File: src/rtl/sample_stream_pkg.sv
// Shared definitions for the sample stream distributor: FSM states and
// the fixed constants of the 8-channel / 4-word set format.
package sample_stream_pkg;

    localparam logic [15:0] MIDSCALE      = 16'h8000;
    localparam int          WORDS_PER_SET = 4;
    localparam int          MIN_PERIOD    = 8;

    typedef enum logic [2:0] {
        ST_IDLE    = 3'd0,
        ST_PRIME   = 3'd1,
        ST_RUNNING = 3'd2,
        ST_HALTED  = 3'd3,
        ST_ERROR   = 3'd4
    } state_e;

endpackage

File: src/rtl/sample_shadow_buffer.sv
// Shadow storage for one channel set (4 stream words) with a word count.
// set_next and full already include a write happening in the current cycle.
module sample_shadow_buffer
    import sample_stream_pkg::*;
#(
    parameter int WORD_W = 32
) (
    input  logic                            clk,
    input  logic                            resetn,
    input  logic                            clear,
    input  logic                            wr_en,
    input  logic [WORD_W-1:0]               wr_data,
    output logic [2:0]                      count_next,
    output logic                            full,
    output logic [WORDS_PER_SET*WORD_W-1:0] set_next
);

    logic [WORDS_PER_SET-1:0][WORD_W-1:0] words_q;
    logic [WORDS_PER_SET-1:0][WORD_W-1:0] words_d;
    logic [WORDS_PER_SET-1:0][WORD_W-1:0] merged;
    logic [2:0] count_q;
    logic [2:0] count_d;
    logic [2:0] count_inc;
    logic       wr_ok;

    assign wr_ok      = wr_en && (count_q < 3'(WORDS_PER_SET));
    assign count_inc  = count_q + {2'b00, wr_ok};
    assign full       = (count_inc == 3'(WORDS_PER_SET));
    assign count_next = clear ? 3'd0 : count_inc;
    assign set_next   = merged;

    // Storage view with the current-cycle write folded in.
    always_comb begin
        merged = words_q;
        if (wr_ok) begin
            merged[count_q[1:0]] = wr_data;
        end else begin
            merged = words_q;
        end
    end

    // Clear discards the count; stale words are never read once count is zero.
    always_comb begin
        words_d = merged;
        count_d = count_next;
        if (clear) begin
            words_d = words_q;
        end else begin
            words_d = merged;
        end
    end

    // Storage and count registers.
    always_ff @(posedge clk) begin
        if (!resetn) begin
            words_q <= '0;
            count_q <= 3'd0;
        end else begin
            words_q <= words_d;
            count_q <= count_d;
        end
    end

endmodule

File: src/rtl/sample_stream_distributor.sv
// Collects 8-channel sample sets from a 32-bit stream and commits them to the
// channel bus at a fixed period; halts or underflows force midscale.
module sample_stream_distributor
    import sample_stream_pkg::*;
#(
    parameter int CHANNELS = 8,
    parameter int SAMPLE_W = 16
) (
    input  logic                         clk,
    input  logic                         resetn,
    input  logic                         enable,
    input  logic [31:0]                  update_period,
    input  logic [31:0]                  s_tdata,
    input  logic                         s_tvalid,
    output logic                         s_tready,
    input  logic                         halt,
    output logic [CHANNELS*SAMPLE_W-1:0] value_out_concat,
    output logic [CHANNELS-1:0]          value_ready_concat,
    output logic                         sample_core_done,
    output logic                         err_underflow,
    output logic                         err_period,
    output logic                         halted
);

    localparam int                         OUT_W     = CHANNELS * SAMPLE_W;
    localparam logic [OUT_W-1:0]           MID_SET   = {CHANNELS{MIDSCALE}};
    localparam logic [CHANNELS-1:0]        ALL_READY = {CHANNELS{1'b1}};
    localparam logic [CHANNELS-1:0]        NO_READY  = {CHANNELS{1'b0}};

    state_e               state_q, state_d;
    logic [31:0]          period_q, period_d;
    logic [31:0]          timer_q, timer_d;
    logic [OUT_W-1:0]     value_q, value_d;
    logic [CHANNELS-1:0]  ready_q, ready_d;
    logic                 tready_q, tready_d;
    logic                 done_q, done_d;
    logic                 err_u_q, err_u_d;
    logic                 err_p_q, err_p_d;
    logic                 halted_q, halted_d;

    logic                 accept;
    logic                 buf_clear;
    logic [2:0]           buf_count_next;
    logic                 buf_full;
    logic [OUT_W-1:0]     buf_set;
    logic                 period_short;
    logic                 commit_point;

    assign accept       = s_tvalid && tready_q;
    assign period_short = (update_period < 32'(MIN_PERIOD));
    // PRIME commits as soon as the set completes; RUNNING only when the timer expires.
    assign commit_point = (state_q == ST_PRIME) ? buf_full : (timer_q == 32'd0);
    assign tready_d     = ((state_d == ST_PRIME) || (state_d == ST_RUNNING))
                          && (buf_count_next < 3'(WORDS_PER_SET));

    sample_shadow_buffer #(.WORD_W(32)) u_shadow (
        .clk        (clk),
        .resetn     (resetn),
        .clear      (buf_clear),
        .wr_en      (accept),
        .wr_data    (s_tdata),
        .count_next (buf_count_next),
        .full       (buf_full),
        .set_next   (buf_set)
    );

    // State and output registers.
    always_ff @(posedge clk) begin
        if (!resetn) begin
            state_q  <= ST_IDLE;
            period_q <= 32'd0;
            timer_q  <= 32'd0;
            value_q  <= MID_SET;
            ready_q  <= NO_READY;
            tready_q <= 1'b0;
            done_q   <= 1'b0;
            err_u_q  <= 1'b0;
            err_p_q  <= 1'b0;
            halted_q <= 1'b0;
        end else begin
            state_q  <= state_d;
            period_q <= period_d;
            timer_q  <= timer_d;
            value_q  <= value_d;
            ready_q  <= ready_d;
            tready_q <= tready_d;
            done_q   <= done_d;
            err_u_q  <= err_u_d;
            err_p_q  <= err_p_d;
            halted_q <= halted_d;
        end
    end

    // Next-state decode; halt beats enable-drop beats underflow beats commit.
    always_comb begin
        state_d = state_q;
        case (state_q)
            ST_IDLE: begin
                if (enable) begin
                    state_d = period_short ? ST_ERROR : ST_PRIME;
                end else begin
                    state_d = ST_IDLE;
                end
            end
            ST_PRIME, ST_RUNNING: begin
                if (halt) begin
                    state_d = ST_HALTED;
                end else if (!enable) begin
                    state_d = ST_IDLE;
                end else if (commit_point && !buf_full) begin
                    state_d = ST_ERROR;
                end else if (commit_point) begin
                    state_d = ST_RUNNING;
                end else begin
                    state_d = state_q;
                end
            end
            ST_HALTED, ST_ERROR: state_d = state_q;
            default:             state_d = ST_IDLE;
        endcase
    end

    // Datapath, flags and timer for the current state.
    always_comb begin
        value_d   = value_q;
        ready_d   = NO_READY;
        done_d    = done_q;
        err_u_d   = err_u_q;
        err_p_d   = err_p_q;
        halted_d  = halted_q;
        timer_d   = timer_q;
        period_d  = period_q;
        buf_clear = 1'b0;
        case (state_q)
            ST_IDLE: begin
                buf_clear = 1'b1;
                if (enable && period_short) begin
                    err_p_d = 1'b1;
                end else if (enable) begin
                    period_d = update_period;
                end else begin
                    period_d = period_q;
                end
            end
            ST_PRIME, ST_RUNNING: begin
                if (halt) begin
                    value_d  = MID_SET;
                    ready_d  = ALL_READY;
                    halted_d = 1'b1;
                end else if (!enable) begin
                    value_d   = MID_SET;
                    ready_d   = ALL_READY;
                    done_d    = 1'b0;
                    buf_clear = 1'b1;
                end else if (commit_point && buf_full) begin
                    value_d   = buf_set;
                    ready_d   = ALL_READY;
                    done_d    = 1'b1;
                    timer_d   = period_q - 32'd1;
                    buf_clear = 1'b1;
                end else if (commit_point) begin
                    value_d = MID_SET;
                    ready_d = ALL_READY;
                    err_u_d = 1'b1;
                end else begin
                    timer_d = timer_q - 32'd1;
                end
            end
            default: value_d = value_q;
        endcase
    end

    assign s_tready           = tready_q;
    assign value_out_concat   = value_q;
    assign value_ready_concat = ready_q;
    assign sample_core_done   = done_q;
    assign err_underflow      = err_u_q;
    assign err_period         = err_p_q;
    assign halted             = halted_q;

endmodule

File: config.mk
export PLATFORM = sky130hd
export DESIGN_NAME = sample_stream_distributor
export DESIGN_NICKNAME = d
export VERILOG_FILES = /design/src/rtl/sample_stream_pkg.sv /design/src/rtl/sample_shadow_buffer.sv /design/src/rtl/sample_stream_distributor.sv
export SDC_FILE = /design/constraint.sdc
export NUM_CORES = 1
export LEC_CHECK = 0
export BUFFER_PORTS_ARGS = -buffer_cell sky130_fd_sc_hd__buf_2
export CORE_MARGIN = 1.5
export CORE_UTILIZATION = 35
export DETAILED_ROUTE_END_ITERATION = 8
export HOLD_SLACK_MARGIN = 0.08
export SYNTH_ARGS = -nofsm -noshare
export SYNTH_HDL_FRONTEND = slang
export SYNTH_SLANG_ARGS = --single-unit
File: constraint.sdc
create_clock -name clk -period 8 [get_ports clk]
set_clock_uncertainty 0.1 [all_clocks]
set_input_delay 2 -clock clk [delete_from_list [all_inputs] [get_ports clk]]
set_output_delay 2 -clock clk [all_outputs]
set_load 0.01 [all_outputs]
==> out/metrics.csv <==
metric;value;unit
wl_per_cell;17.86;um
finalSetupViolCount;0;
r2r-end;timer_q[22];
ctsHoldBuffers;0;
num_vias;13380;
post-place-cells;2400;
grt_start_max_net_pins;163;
wirelength;44110;um
yosysTopAreaCellShare;44.50;%
min_to;u_shadow.words_q[0];
rsz0062_at_grt;no;
routabilityCongestion;0.8640;
drive_above_1_share;17.45;%
synth.distinct_cells;81;
cts_htree_levels;2;
post-route-min-period;6.042;ns
post-place-ws;1.472;ns
dp_hpwl;28360;um
max-slew-margin-rel;29.96;%
synth.avg_cell_area;8.401;um^2
cts_buffer_depth;3;
synth_edf_count;0;
drtIter0Drc;911;
fp-row-count;75;
slew_viol_final;0;
nNetsFinal;1974;
path_clk_slew;0.06;ns
crit_fanout;11;
peakVddDrop;0.0001561;V
grt_pass1_wl;70010;um
yosys.area.top_type;dfxtp_1;
finalPower;4.714;mW
busiest_layer;met2;
max-cap-violations;0;
cts_tree;done;
avgViaCountPerCell;5.418;
synthesis.area;14940;um^2
coreArea;42040;um^2
floorplan.die_area;43930;um^2
drcViolationCount;0;
netlist_top_cells_area;dfxtp_1 44%, mux2i_1 12%, nor2_1 10%;
io_pins;210;
io_buffers;209;
status;finished, final reports clean;
globalRouteOverflowTotal;0;
crit_chain;buf_2, nand2_1, nor2_1, ha_1, ha_1, or2_2, nor2_1, nand4_4, nand2_2, mux2i_1, ha_1, nand3_1, or3_1, a221oi_2, nand2_1, mux2_1, a21oi_1;
power_density;267.9;nW/um^2
cts_sinks;332;
stdcell_count;2470;
fp.dieH;209.6;um
grt_util_met1;26.11;%
die_width;209.6;um
synth.yosys.seq_area_share;44.50;%
area_growth_syn_to_layout;17.81;%
place_area;16270;um^2
antennaDiodeCount;0;
p_leak;7.079;nW
hold_path.class;flop to flop;
critPathTopFamily;simple AND/OR/NAND/NOR gates;
cts-resized-gates;0;
critPathKind;input pin to flop;
async_reset_ff_share;0;%
hold_violations;0;
hold_depth;2;
cp-start-kind;input pin;
reg2reg_depth;16;
crit_top_cell;ha_1;
antenna_found_initial;1;
r2r_start;s_tready;
ant_nets;0;
hold_start;u_shadow.words_q[0];
initial_core_util;35.53;%
worstPathRequired;8.38;ns
global_route.usage.met2;31.36;%
crit_buf_inv;1;
critPathCaptureType;flop;
synthCells;1778;
max_stage_delay;0.46;ns
final_area;17600;um^2
postCtsSetupRepairBufs;0;
clkLatencyLatePin;0.57;ns
worst_pin_slew;1.051;ns
fin_ws;1.958;ns
ys_ff_latch;332;
root_buffer;clkbuf_16;
grt_pass1_vias;12740;
grt.total_usage;19.74;%
critical_path_arrival;6.42;ns
first_pass_iters;5;
numCtsBuffers;39;
finalSetupTns;0;ns
cp_slowest_cell;or3_1;
synth_nets;1850;
layout_worst_path_cycle_share;75.52;%
clock.fmax;165.5;MHz
r2r_slack;3.13;ns
gr-usage-met3;5.507;%
yosysWarnings;0;
synth_top_flop_cell;dfxtp_1;
## how the worst max path moves through the flow
stage / from / end / cells past startpoint
2_1_floorplan: s_tvalid / timer_q[22] / 20
3_3_place_gp: s_tvalid / timer_q[22] / 17
3_5_place_dp: s_tvalid / timer_q[22] / 17
4_1_cts: s_tvalid / timer_q[22] / 17
5_1_grt: s_tvalid / timer_q[22] / 17
6_report: s_tvalid / timer_q[22] / 17
## layer usage
layer	part of all wire, %	vias up
li1	-	6578
met1	45	6341
met2	45	386
met3	7.7	75
met4	2.1	2
met5	0.029	-
## area by class of cell
class	instances	area (um^2)
Inverter	5	26.28
Tap cell	539	674.4
Clock buffer	58	1177
Sequential cell	332	6646
Fill cell	4210	24440
Multi-Input combinational cell	1294	7702
Clock inverter	12	153.9
Timing Repair Buffer	230	1216
## Yosys cell counts, types with 3 or more instances
cell       count
nand4_1        8
mux2i_1      173
o2111ai_1     17
o22ai_1        5
or3_1          9
buf_2         30
and3_1         3
nor2b_1        5
ha_1           3
dfxtp_1      332
xnor2_1        3
buf_1          3
nor2_1       413
o21ai_1        3
inv_1          4
and2_1         3
o21ai_0       34
o31ai_1        4
mux2_2         8
o21bai_1       3
nor4_1        19
nand3_1       59
nand2b_1       7
o211ai_1      12
a211oi_1      95
a21o_1         3
nand2_1      102
or4_1          9
or2_2          4
o311ai_0       3
a21oi_1      193
buf_4          8
nand3b_1       5
clkbuf_1     104
nor3_1        19
a31oi_1       14
o31a_1         3
## report_power, final
part | total (mW) | switching [mW] | leakage (nW) | internal, mW
Sequential | 1.87 | 0.101 | 2.70 | 1.77
Combinational | 1.01 | 0.637 | 3.72 | 0.377
Clock | 1.83 | 0.737 | 0.658 | 1.09
Total | 4.71 | 1.48 | 7.08 | 3.24
## cell usage in the layout, fill, tap and decap left out, types with 19 or more instances in the layout
cell type  instances
nor2_1           411
nor3_1            19
clkbuf_16         39
buf_4             20
nand3_1           58
mux2i_1          173
nand2_1          101
a21oi_1          193
buf_2            209
dfxtp_1          332
a211oi_1          95
o21ai_0           34
## cells by family (layout without fill, tap and decap cells)
family	Yosys count	count (layout)	share of synthesized area (%)
and+or+nand+nor	680	680	19.90
AOI/OAI and AO/OA	425	425	18.45
DFF	332	332	44.50
xor gates and xnor gates	3	3	0.1759
muxes	183	183	12.35
buffers and inverters	152	305	4.372
adders and majority gates	3	3	0.2513
## worst reg2reg max path: stages (launching register included)
cell	delay [ns]
dfxtp_1	0.33
nand2_1	0.09
nor2_1	0.26
ha_1	0.22
ha_1	0.24
or2_2	0.37
nor2_1	0.35
nand4_4	0.30
nand2_2	0.29
mux2i_1	0.26
ha_1	0.31
nand3_1	0.15
or3_1	0.46
a221oi_2	0.46
nand2_1	0.13
mux2_1	0.32
a21oi_1	0.13
## registers in the layout (all words and copies together) (netlist names), 3 cells and up
| name | cells |
|---|---|
| u_shadow.words_q | 128 |
| value_out_concat | 128 |
| period_q | 32 |
| timer_q | 32 |
| state_q | 3 |
| u_shadow.count_q | 3 |
## stage by stage
step | util [%] | hold slack [ns]
floorplan | - | 0.3338
global placement | 38.69 | 0.3395
detailed placement | 38.69 | 0.3458
CTS | 41.86 | 0.3536
global route | 41.86 | 0.3670
finish | 41.86 | 0.3514
Power figures use the tool's default switching activity.
